<file path="src/rtl/fnd_pkg.sv">
// Shared types and constants for the SPI-fed 4-digit 7-segment display.
// Segment codes are active low, bit order {dp,g,f,e,d,c,b,a}.
package fnd_pkg;

  typedef enum logic [1:0] {
    IDLE = 2'd0,
    RX   = 2'd1,
    OVR  = 2'd2
  } rx_state_t;

  localparam int NUM_DIGITS = 4;

  localparam logic [7:0] SEG_0     = 8'hC0;
  localparam logic [7:0] SEG_1     = 8'hF9;
  localparam logic [7:0] SEG_2     = 8'hA4;
  localparam logic [7:0] SEG_3     = 8'hB0;
  localparam logic [7:0] SEG_4     = 8'h99;
  localparam logic [7:0] SEG_5     = 8'h92;
  localparam logic [7:0] SEG_6     = 8'h82;
  localparam logic [7:0] SEG_7     = 8'hF8;
  localparam logic [7:0] SEG_8     = 8'h80;
  localparam logic [7:0] SEG_9     = 8'h90;
  localparam logic [7:0] SEG_BLANK = 8'hFF;

  // Non-BCD codes cannot occur after the range check; show blank if they do.
  function automatic logic [7:0] bcd_to_seg(input logic [3:0] bcd);
    case (bcd)
      4'd0:    return SEG_0;
      4'd1:    return SEG_1;
      4'd2:    return SEG_2;
      4'd3:    return SEG_3;
      4'd4:    return SEG_4;
      4'd5:    return SEG_5;
      4'd6:    return SEG_6;
      4'd7:    return SEG_7;
      4'd8:    return SEG_8;
      4'd9:    return SEG_9;
      default: return SEG_BLANK;
    endcase
  endfunction

endpackage

</file>
<file path="src/rtl/fnd_scan_ctrl.sv">
// Time-multiplexed scan of four 7-segment digits from two 0..99 values.
// Optional macro LEADING_ZERO_BLANK_EN blanks leading zeros (digit0 always lit).
module fnd_scan_ctrl
  import fnd_pkg::*;
#(
  parameter int REFRESH_DIV = 100_000
) (
  input  logic       clk,
  input  logic       reset,
  input  logic [7:0] disp_hi,
  input  logic [7:0] disp_lo,
  output logic [3:0] fnd_com,
  output logic [7:0] fnd_data
);

  localparam int PW   = (REFRESH_DIV > 1) ? $clog2(REFRESH_DIV) : 1;
  localparam int IDXW = $clog2(NUM_DIGITS);

  logic [PW-1:0]   presc_q;
  logic [IDXW-1:0] idx_q;
  logic [3:0]      digit [NUM_DIGITS];
  logic [3:0]      blank;
  logic [3:0]      cur_digit;
  logic            cur_blank;
  logic [7:0]      fnd_data_d;
  logic [3:0]      fnd_com_d;

  assign digit[3] = 4'(disp_hi / 8'd10);
  assign digit[2] = 4'(disp_hi % 8'd10);
  assign digit[1] = 4'(disp_lo / 8'd10);
  assign digit[0] = 4'(disp_lo % 8'd10);

`ifdef LEADING_ZERO_BLANK_EN
  // A digit is blank only if it and every digit to its left are zero.
  assign blank[3] = (digit[3] == 4'd0);
  assign blank[2] = blank[3] && (digit[2] == 4'd0);
  assign blank[1] = blank[2] && (digit[1] == 4'd0);
  assign blank[0] = 1'b0;
`else
  assign blank = 4'b0000;
`endif

  // Select the digit and its blank flag for the current scan slot.
  always_comb begin
    cur_digit = digit[idx_q];
    cur_blank = blank[idx_q];
    fnd_data_d = cur_blank ? SEG_BLANK : bcd_to_seg(cur_digit);
    fnd_com_d  = ~(4'b0001 << idx_q);
  end

  // Prescaler, digit index and registered display outputs.
  always_ff @(posedge clk) begin
    if (reset) begin
      presc_q  <= '0;
      idx_q    <= '0;
      fnd_com  <= 4'b1110;
      fnd_data <= SEG_0;
    end else begin
      if (presc_q == PW'(REFRESH_DIV - 1)) begin
        presc_q <= '0;
        idx_q   <= idx_q + 1'b1;
      end else begin
        presc_q <= presc_q + 1'b1;
      end
      fnd_com  <= fnd_com_d;
      fnd_data <= fnd_data_d;
    end
  end

endmodule

</file>
<file path="src/rtl/spi_fnd_receiver.sv">
// SPI mode-0 slave receiving a {count/100, count%100} frame and driving
// a 4-digit FND. Optional macro LEADING_ZERO_BLANK_EN (see fnd_scan_ctrl).
//
//   state | meaning
//   IDLE  | waiting for ss falling edge
//   RX    | shifting bits in, up to two bytes
//   OVR   | third byte started; ignore sclk until ss rises
module spi_fnd_receiver
  import fnd_pkg::*;
#(
  parameter int REFRESH_DIV = 100_000,
  parameter int MAX_VAL     = 99
) (
  input  logic       clk,
  input  logic       reset,
  input  logic       sclk,
  input  logic       mosi,
  input  logic       ss,
  output logic [3:0] fnd_com,
  output logic [7:0] fnd_data,
  output logic       frame_valid,
  output logic       frame_err
);

  logic [2:0] sclk_q;
  logic [1:0] mosi_q;
  logic [2:0] ss_q;
  logic       sclk_rise, ss_fall, ss_rise, ss_low, mosi_s;

  rx_state_t  state_q;
  logic [2:0] bit_cnt_q;
  logic [1:0] byte_cnt_q;
  logic [7:0] shift_q, hi_buf_q, lo_buf_q;
  logic [7:0] disp_hi_q, disp_lo_q;
  logic       commit_ok;

  // Two-flop synchronisers plus one extra stage for edge detection.
  always_ff @(posedge clk) begin
    if (reset) begin
      sclk_q <= 3'b000;
      mosi_q <= 2'b00;
      ss_q   <= 3'b111;
    end else begin
      sclk_q <= {sclk_q[1:0], sclk};
      mosi_q <= {mosi_q[0], mosi};
      ss_q   <= {ss_q[1:0], ss};
    end
  end

  assign sclk_rise = sclk_q[1] & ~sclk_q[2];
  assign ss_fall   = ~ss_q[1] & ss_q[2];
  assign ss_rise   = ss_q[1] & ~ss_q[2];
  assign ss_low    = ~ss_q[1];
  assign mosi_s    = mosi_q[1];

  assign commit_ok = (state_q == RX) && (byte_cnt_q == 2'd2) && (bit_cnt_q == 3'd0) &&
                     (hi_buf_q <= 8'(MAX_VAL)) && (lo_buf_q <= 8'(MAX_VAL));

  // Receive FSM, frame evaluation and display registers.
  always_ff @(posedge clk) begin
    if (reset) begin
      state_q     <= IDLE;
      bit_cnt_q   <= '0;
      byte_cnt_q  <= '0;
      shift_q     <= '0;
      hi_buf_q    <= '0;
      lo_buf_q    <= '0;
      disp_hi_q   <= '0;
      disp_lo_q   <= '0;
      frame_valid <= 1'b0;
      frame_err   <= 1'b0;
    end else begin
      frame_valid <= 1'b0;
      frame_err   <= 1'b0;
      if (ss_rise) begin
        // End of transfer takes priority over any coincident sclk edge.
        state_q <= IDLE;
        if (commit_ok) begin
          disp_hi_q   <= hi_buf_q;
          disp_lo_q   <= lo_buf_q;
          frame_valid <= 1'b1;
        end else begin
          frame_err <= 1'b1;
        end
      end else begin
        case (state_q)
          IDLE: begin
            if (ss_fall) begin
              state_q    <= RX;
              bit_cnt_q  <= '0;
              byte_cnt_q <= '0;
              shift_q    <= '0;
            end
          end
          RX: begin
            if (sclk_rise && ss_low) begin
              if (byte_cnt_q == 2'd2) begin
                state_q <= OVR;
              end else begin
                shift_q   <= {shift_q[6:0], mosi_s};
                bit_cnt_q <= bit_cnt_q + 3'd1;
                if (bit_cnt_q == 3'd7) begin
                  if (byte_cnt_q == 2'd0) hi_buf_q <= {shift_q[6:0], mosi_s};
                  else                    lo_buf_q <= {shift_q[6:0], mosi_s};
                  byte_cnt_q <= byte_cnt_q + 2'd1;
                end
              end
            end
          end
          OVR:     state_q <= OVR;
          default: state_q <= IDLE;
        endcase
      end
    end
  end

  fnd_scan_ctrl #(
    .REFRESH_DIV(REFRESH_DIV)
  ) u_scan (
    .clk     (clk),
    .reset   (reset),
    .disp_hi (disp_hi_q),
    .disp_lo (disp_lo_q),
    .fnd_com (fnd_com),
    .fnd_data(fnd_data)
  );

endmodule

</file>
<file path="config.mk">
export PLATFORM = sky130hd
export DESIGN_NAME = spi_fnd_receiver
export DESIGN_NICKNAME = d
export VERILOG_FILES = /design/src/rtl/fnd_pkg.sv /design/src/rtl/fnd_scan_ctrl.sv /design/src/rtl/spi_fnd_receiver.sv
export SDC_FILE = /design/constraint.sdc
export NUM_CORES = 1
export LEC_CHECK = 0
export CORE_ASPECT_RATIO = 0.6
export CORE_MARGIN = 5
export CORE_UTILIZATION = 48
export CTS_BUF_LIST = sky130_fd_sc_hd__clkbuf_4
export CTS_CLUSTER_DIAMETER = 30
export DETAILED_ROUTE_END_ITERATION = 12
export MAX_ROUTING_LAYER = met4
export PLACE_DENSITY = 0.62
export SYNTH_ARGS = -nofsm -noshare
export SYNTH_HDL_FRONTEND = slang
export SYNTH_SLANG_ARGS = --single-unit
</file>
<file path="constraint.sdc">
create_clock -name clk -period 6.3 [get_ports clk]
set_input_delay 0.63 -clock clk [delete_from_list [all_inputs] [get_ports clk]]
set_output_delay 0.63 -clock clk [all_outputs]
set_load 0.01 [all_outputs]
</file>
==> results of run 1 <==
-- layout make-up --
type | count | area [um^2] | area share
Clock buffer | 11 | 82.58 | 0.01628
Clock inverter | 4 | 25.02 | 0.004935
Inverter | 20 | 75.07 | 0.01480
Multi-Input combinational cell | 421 | 2818 | 0.5556
Sequential cell | 86 | 1722 | 0.3395
Tap cell | 135 | 168.9 | 0.03331
Timing Repair Buffer | 19 | 180.2 | 0.03553
-- registers in the layout (all words and copies together), names as in the netlist --
name and flops:
ss_q 3, byte_cnt_q 2, u_scan.fnd_com 4, frame_valid 1, disp_hi_q 8, mosi_q 2
frame_err 1, shift_q 7, u_scan.presc_q 17, u_scan.idx_q 2, state_q 2, u_scan.fnd_data 7
lo_buf_q 8, bit_cnt_q 3, disp_lo_q 8, hi_buf_q 8, sclk_q 3
-- worst reg2reg max path, cell delays in order, from the launching register on --
cell                       delay, ns
sky130_fd_sc_hd__dfxtp_1        0.78
sky130_fd_sc_hd__nor4bb_1       0.39
sky130_fd_sc_hd__a211oi_1       0.10
sky130_fd_sc_hd__o221ai_1       0.41
sky130_fd_sc_hd__and2_1         0.28
sky130_fd_sc_hd__o221ai_1       0.18
sky130_fd_sc_hd__o311ai_1       0.62
sky130_fd_sc_hd__inv_1          0.16
sky130_fd_sc_hd__ha_1           0.21
sky130_fd_sc_hd__nand2b_1       0.15
sky130_fd_sc_hd__a21boi_0       0.13
sky130_fd_sc_hd__o31a_1         0.25
-- stage by stage --
step | setup WS [ns] | power (mW) | cells
2_1_floorplan | 3.334 | 0.5826 | 562
3_3_place_gp | 2.813 | 0.5904 | 681
3_5_place_dp | 2.601 | 0.5909 | 681
4_1_cts | 2.580 | 0.8557 | 696
5_1_grt | 2.222 | 0.8813 | 696
6_report | 2.544 | 0.8443 | 696
-- how the worst max path moves through the flow --
stage | slack [ns] | cells past startpoint | to
2_1_floorplan | 3.33 | 13 | u_scan.fnd_data[6]
3_3_place_gp | 2.81 | 11 | u_scan.fnd_data[6]
3_5_place_dp | 2.60 | 11 | u_scan.fnd_data[6]
4_1_cts | 2.58 | 11 | u_scan.fnd_data[6]
5_1_grt | 2.22 | 11 | u_scan.fnd_data[6]
6_report | 2.54 | 11 | u_scan.fnd_data[6]
-- where the power goes --
group | switching, mW | internal [mW] | total [mW]
combinational | 0.0181 | 0.00906 | 0.0272
sequential | 0.00323 | 0.548 | 0.551
clock | 0.179 | 0.0869 | 0.266
-- per-layer routing --
metal  share of wire  up-vias  GRT usage
met5               0        -          -
met4          0.0088        0    0.03552
met3           0.062       15    0.04663
li1                -     1969          -
met2            0.41      118     0.2426
met1            0.52     1831     0.2558
-- kinds of logic after synthesis --
logic type,count (synthesis)
fa+ha+maj,17
xor+xnor,24
buf+inv,55
simple gates,230
compound gates,112
flops,86
mux,37
other cells,1
-- cell usage in the layout (no fill, tap or decap), drive strengths merged, types with 8 or more instances in the layout --
master / Yosys / routed
xor2: 12 / 12
nand2: 50 / 50
a21oi: 37 / 37
nand2b: 10 / 10
mux2i: 36 / 36
nor3b: 9 / 9
clkbuf: 15 / 11
inv: 19 / 19
ha: 17 / 17
clkdlybuf4s50: 0 / 16
nor2b: 15 / 15
or2: 10 / 10
dfxtp: 86 / 86
nor2: 72 / 72
o21ai: 14 / 14
nand3: 19 / 19
nand4: 8 / 8
o311ai: 9 / 9
xnor2: 12 / 12
==> impl_summary.log, run 1 <==
INFO  metric status = finished, final reports clean
INFO  metric worstPathRequired = around 6.6 ns
INFO  metric num_io_pins = 19
INFO  metric yosys-top-cells-count = 86 x sky130_fd_sc_hd__dfxtp_1, 72 x sky130_fd_sc_hd__nor2_1, 50 x sky130_fd_sc_hd__nand2_1
INFO  metric crit_buf_inv = 1
INFO  metric final.fill_count = 942
INFO  metric track_usage = 0.1755
INFO  metric cts.hold.buffers_added = 0
INFO  metric grt_overflow = 0
INFO  metric n_antenna_cell = 0
INFO  metric post-route-util = 0.5170
INFO  metric finalWeightedCongestion = between 0.9 and 1
INFO  metric cts.htree.levels = 3
INFO  metric dp_hpwl = 7354 um
INFO  metric io_buffers = 17
INFO  metric synthXorXnorAreaFrac = 0.04376
INFO  metric launch_point_of_the_worst_reg_to_reg_path = disp_lo_q[4]
INFO  metric start_util = 0.4897
INFO  metric synth_simple_gate_area_share = 0.2477
INFO  metric timing.final.max_slew_violations = 0
INFO  metric max-vdd-ir-drop = 0.08307 mV
INFO  metric path_cells = nor4bb_1 -> a211oi_1 -> o221ai_1 -> and2_1 -> o221ai_1 -> o311ai_1 -> inv_1 -> ha_1 -> nand2b_1 -> a21boi_0 -> o31a_1
INFO  metric timing.final.crit_share = 0.5962
INFO  metric max_freq = 266.3 MHz
INFO  metric detail_route.vias_per_cell = 5.651
INFO  metric slew_headroom = 0.1990
INFO  metric combinational_family_with_the_most_area_after_synthesis = simple AND/OR/NAND/NOR gates
INFO  metric fp.coreArea = 9809 um^2
INFO  metric finalHoldViolCount = 0
INFO  metric worst_pin_slew = approximately 1.2 ns
INFO  metric via_count = 3,933
INFO  metric setup_total_negative_slack = 0 ns
INFO  metric yosysSeqAreaShare = 0.3584
INFO  metric synth.avg_cell_area = around 8.5 um^2
INFO  metric tritoncts.num_buffers = 9
INFO  metric yosysMostFrequentCell = sky130_fd_sc_hd__dfxtp_1
INFO  metric clock-sinks = 86
INFO  metric ctsResizeCount = 0
INFO  metric post_route_cells_drive_above_1_share = 0.08200
INFO  metric dr.pass1.iters = 5
INFO  metric max_cap_viols = 0
INFO  metric worstSetupEndpointType = flop
INFO  metric detail_route.iter0.violations = around 350
INFO  metric floorplan_row_count = 28
INFO  metric cell_type_group_with_the_largest_total_delay_on_the_critical_path = compound AO/OA/AOI/OAI gates
INFO  metric worst-r2r-setup-slack = 2.54 ns
INFO  metric max_stage_delay = 0.78 ns
INFO  metric dieHeight = 87.49 um
INFO  metric clkLatencyLatePin = 0.43 ns
INFO  metric area.growth.synth_to_final = 5.574%
INFO  metric number_of_antenna_violations_at_the_first_check_in_global_routing = 0
INFO  metric reg2reg_to = u_scan.fnd_data[6]
INFO  metric hold-worst-slack = 0.4258 ns
INFO  metric post-synth-top-area-cell = sky130_fd_sc_hd__dfxtp_1
INFO  metric worst_hold_path_type = flop to flop
INFO  metric holdPathEnd = ss_q[1]
INFO  metric finalWirelength = a little over 10,000 um
INFO  metric post-synth-top-area-fraction = 0.3584
INFO  metric tritoncts = yes
INFO  metric rsz0062_at_grt = no
INFO  metric pin_count_of_the_biggest_net_entering_global_routing = 67
INFO  metric timing.hold.worst_path_depth = 1
INFO  metric min-delay-start = ss_q[0]
INFO  metric drcViolationCount = 0
INFO  metric compound_gate_portion_of_the_synthesized_area = 0.1717
INFO  metric yosysWarnings = 0
INFO  metric first_global_vias = 3,425
INFO  metric critical_path.max_fanout = 21
INFO  metric critPathLaunchType = flop
INFO  metric synth-seq-cells = 86
INFO  metric post-route-cell-area = 5071 um^2
INFO  metric mappedNetlistNets = 584
INFO  metric crit_path_top_delay_cell = sky130_fd_sc_hd__dfxtp_1
INFO  metric synthesis.instances = 562
INFO  metric dieWidth = 139.1 um
INFO  metric total_leakage_power = 1.813 nW
INFO  metric timing.critical_path.mode_cell = sky130_fd_sc_hd__o221ai_1
INFO  metric report.final.setup_viol = 0
INFO  metric worst_ep_arrival_time = 4.09 ns
INFO  metric routedWlPerCell = 14.94 um
INFO  metric drt.antenna.violating_nets = 0
INFO  metric synth.cell_area = 4803 um^2
INFO  metric postSynth.topFlopCell = sky130_fd_sc_hd__dfxtp_1
INFO  metric design.die.area = 12,170 um^2
INFO  metric synth.mux.area_fraction = 0.07815
INFO  metric adder_cell_fraction_of_synth_area = 0.04428
INFO  metric cts_buffer_depth = 2
INFO  metric clkSlewWorstSetupHoldPaths = approximately 0.13 ns
INFO  metric ys_types = 80
INFO  metric maximum_clock_skew_at_final_layout = 0.01126 ns
INFO  metric postCtsSetupBuffers = 0
INFO  metric design.final.nets = ~580
INFO  metric top_cells_by_area_synth = sky130_fd_sc_hd__dfxtp_1 36%, sky130_fd_sc_hd__mux2i_1 7.5%, sky130_fd_sc_hd__nor2_1 5.6%
INFO  metric total_power_divided_by_cell_area = roughly 170 nW/um^2
INFO  metric cts.root.buffer_cell = sky130_fd_sc_hd__clkbuf_4
INFO  metric grt_pass1_wl = ~17,000 um
INFO  metric synthArstFlopShare = 0
INFO  metric finalCriticalPeriod = around 3.8 ns
INFO  metric worstRegToRegCells = 11
INFO  metric placed_cell_area = 4964 um^2
INFO  metric critical_path_class = flop to flop
INFO  metric worstSetupStartpoint = disp_lo_q[4]
INFO  metric synth-edff-count = 0
(Power assumes the default switching activity.)
==> run 2, diff against run 1 <==
Settings changed: PLACE_DENSITY 0.62 to 0.65.
Clock period 6.3 ns to 3.35 ns, I/O delays scaled along.
==> run 2 against run 1 <==
Largest cell class unchanged. Total power increased by 99%. Sequential power increased by 89%. Die area unchanged. Fmax increased by 19%. Register-to-register slack got worse by 2.3 ns. Clock skew increased by 0.0042 ns. Non-clock buffer count increased by 20. Sequential share of layout area decreased by 1.2 points. Critical path depth increased by 1. Clock-buffer cell count decreased by 2. Sequential cell count unchanged.
==> impl_summary.log, run 2 (synthesized netlist as in run 1, its figures left out) <==
INFO  metric design.final.nets = 599 (+3.5%)
INFO  metric first_global_vias = 3,751 (+9.5%)
INFO  metric via_count = 4,078 (+3.7%)
INFO  metric slew_headroom = 0.5603 (+0.3613)
INFO  metric rsz0062_at_grt = no
INFO  metric io_buffers = 17 (unchanged)
INFO  metric report.final.setup_viol = 0 (unchanged)
INFO  metric crit_path_top_delay_cell = sky130_fd_sc_hd__dfxtp_1
INFO  metric grt_pass1_wl = 17,810 um (+4.0%)
INFO  metric critPathLaunchType = flop
INFO  metric cell_type_group_with_the_largest_total_delay_on_the_critical_path = compound AO/OA/AOI/OAI gates
INFO  metric critical_path.max_fanout = 14 (-33%)
INFO  metric clkLatencyLatePin = 0.43 ns (about the same)
INFO  metric reg2reg_to = u_scan.fnd_data[6]
INFO  metric dr.pass1.iters = 5 (unchanged)
INFO  metric design.die.area = 12,170 um^2 (unchanged)
INFO  metric detail_route.iter0.violations = 319 (-7.8%)
INFO  metric multi_input_comb_area = 2830 um^2 (+0.44%)
INFO  metric worstPathRequired = 3.68 ns (-2.95 ns)
INFO  metric final-seq-area = 1727 um^2 (+0.29%)
INFO  metric grt_overflow = 0 (unchanged)
INFO  metric detail_route.vias_per_cell = 5.688 (+0.65%)
INFO  metric final.fill_count = 888 (-5.7%)
INFO  metric tritoncts.num_buffers = 9 (unchanged)
INFO  metric timing.critical_path.mode_cell = sky130_fd_sc_hd__o31a_1
INFO  metric pin_count_of_the_biggest_net_entering_global_routing = 66 (-1.5%)
INFO  metric dieHeight = 87.49 um (unchanged)
INFO  metric maximum_clock_skew_at_final_layout = 0.01545 ns (+0.004196 ns)
INFO  metric max-vdd-ir-drop = 0.2451 mV (+200%)
INFO  metric start_util = 0.4897 (unchanged)
INFO  metric number_of_antenna_violations_at_the_first_check_in_global_routing = 0 (unchanged)
INFO  metric max_stage_delay = 0.60 ns (-0.18 ns)
INFO  metric launch_point_of_the_worst_reg_to_reg_path = disp_hi_q[3]
INFO  metric worstRegToRegCells = 12 (+1)
INFO  metric finalHoldViolCount = 0 (unchanged)
INFO  metric clkSlewWorstSetupHoldPaths = 0.14 ns (about the same)
INFO  metric critical_path_class = flop to flop
INFO  metric timing.final.max_slew_violations = 0 (unchanged)
INFO  metric totalPowerFinal = 1.677 mW (+99%)
INFO  metric worst_pin_slew = 0.6596 ns (-0.5320 ns)
INFO  metric dp_hpwl = 7659 um (+4.1%)
INFO  metric track_usage = 0.1828 (+0.007341)
INFO  metric final_common_cell = sky130_fd_sc_hd__dfxtp_1
INFO  metric worst_hold_path_type = input port to flop
INFO  metric worstSetupPathDepth = 12 (+1)
INFO  metric finalWirelength = 10,510 um (+1.1%)
INFO  metric floorplan_row_count = 28 (unchanged)
INFO  metric cts.htree.levels = 3 (unchanged)
INFO  metric tritoncts = yes
INFO  metric layout.cells.most_common_list = 82 x sky130_fd_sc_hd__dfxtp_1, 72 x sky130_fd_sc_hd__nor2_1, 50 x sky130_fd_sc_hd__nand2_1, 36 x sky130_fd_sc_hd__mux2i_1, 36 x sky130_fd_sc_hd__a21oi_1
INFO  metric setup_total_negative_slack = 0 ns (unchanged)
INFO  metric worst-r2r-setup-slack = 0.20 ns (-2.34 ns)
INFO  metric total_power_divided_by_cell_area = 318.0 nW/um^2 (+91%)
INFO  metric cts_buffer_depth = 2 (unchanged)
INFO  metric setup.worst_path.end = u_scan.fnd_data[6]
INFO  metric num_io_pins = 19 (unchanged)
INFO  metric crit_buf_inv = 1 (unchanged)
INFO  metric routedWlPerCell = 14.66 um (-1.8%)
INFO  metric worstSetupStartpoint = disp_hi_q[3]
INFO  metric total_leakage_power = 1.942 nW (+7.1%)
INFO  metric finalWeightedCongestion = 1.001 (+3.7%)
INFO  metric path_cells = and4bb_2 -> or2_0 -> a222oi_1 -> o211a_1 -> a31o_2 -> a32oi_1 -> o31a_1 -> buf_4 -> ha_1 -> nand2b_1 -> a21boi_0 -> o31a_1
INFO  metric n_antenna_cell = 0 (unchanged)
INFO  metric max_flop_register = u_scan.presc_q
INFO  metric post_route_cells_drive_above_1_share = 0.1289 (+0.04687)
INFO  metric area.growth.synth_to_final = 9.768%
INFO  metric worstSetupEndpointType = flop
INFO  metric clock-sinks = 86 (unchanged)
INFO  metric cts.root.buffer_cell = sky130_fd_sc_hd__clkbuf_4
INFO  metric drt.antenna.violating_nets = 0 (unchanged)
INFO  metric worst_ep_arrival_time = 3.48 ns (-0.61 ns)
INFO  metric fp.coreArea = 9809 um^2 (unchanged)
INFO  metric dieWidth = 139.1 um (unchanged)
INFO  metric timing.hold.worst_path_depth = 3 (+2)
INFO  metric max_cap_viols = 0 (unchanged)
INFO  metric finalCriticalPeriod = 3.150 ns (-0.6057 ns)
INFO  metric drcViolationCount = 0 (unchanged)
INFO  metric timing.final.crit_share = 0.9403 (+0.3442)
INFO  metric number_of_flip_flops_in_the_largest_register = 17 (unchanged)
INFO  metric status = finished, final reports clean
INFO  metric max_freq = 317.5 MHz (+19%)
## run 2: worst min-delay path, cell delays in order
cell and delay, ns:
sky130_fd_sc_hd__buf_2 0.09, sky130_fd_sc_hd__inv_1 0.12, sky130_fd_sc_hd__nand2_1 0.09
## run 2: final cells by class
type / instances / area share
clock buffers: 9 / 0.01281
clock inverters: 7 / 0.01400
inverters: 20 / 0.01424
multi-input cells: 421 / 0.5368
flip-flops and latches: 86 / 0.3275
well taps: 135 / 0.03204
repair buffers: 39 / 0.06265
## run 2: worst min-delay path by stage
| stage | slack (ns) | endpoint | from |
|---|---|---|---|
| detailed placement | 0.40 | ss_q[1] | ss_q[0] |
| finish | 0.22 | u_scan.fnd_com[3] | reset |
| global route | 0.22 | u_scan.fnd_com[3] | reset |
| global placement | 0.39 | ss_q[1] | ss_q[0] |
| floorplan | 0.39 | ss_q[1] | ss_q[0] |
| CTS | 0.20 | u_scan.fnd_com[3] | reset |
## run 2: power breakdown
part / switching, mW / internal, mW / total (mW) / leakage, nW
registers: 0.00569 / 1.03 / 1.04 / 0.697
logic: 0.0346 / 0.0179 / 0.0525 / 1.16
clock network: 0.356 / 0.231 / 0.587 / 0.0816
total: 0.396 / 1.28 / 1.68 / 1.94
## run 2: per-stage QoR
step                instance area (um^2)  instances  hold WS, ns    util  setup slack, ns
CTS                                 5240        715       0.2034  0.5342          0.07878
global placement                    5099        699       0.3945  0.5198           0.2569
floorplan                           4803        562       0.3895       -           0.3840
detailed placement                  5099        699       0.4021  0.5198           0.1200
finish                              5273        717       0.2213  0.5375           0.1999
global route                        5273        717       0.2162  0.5375         0.005383
## run 2: per-layer routing
metal	part of all wire	GRT usage	routed length, um	vias up
met4	0.014	0.05506	144	0
li1	-	-	-	2020
met2	0.41	0.2616	4287	151
met1	0.51	0.2554	5320	1887
met5	0	-	0	-
met3	0.072	0.04498	761	20
## run 2: what timing repair did
item,4_1_cts,5_1_grt
buffers inserted,0,2
resized for setup,0,7
setup endpoints to repair,0,6
hold buffers,0,0
endpoints found under the hold margin,0,0
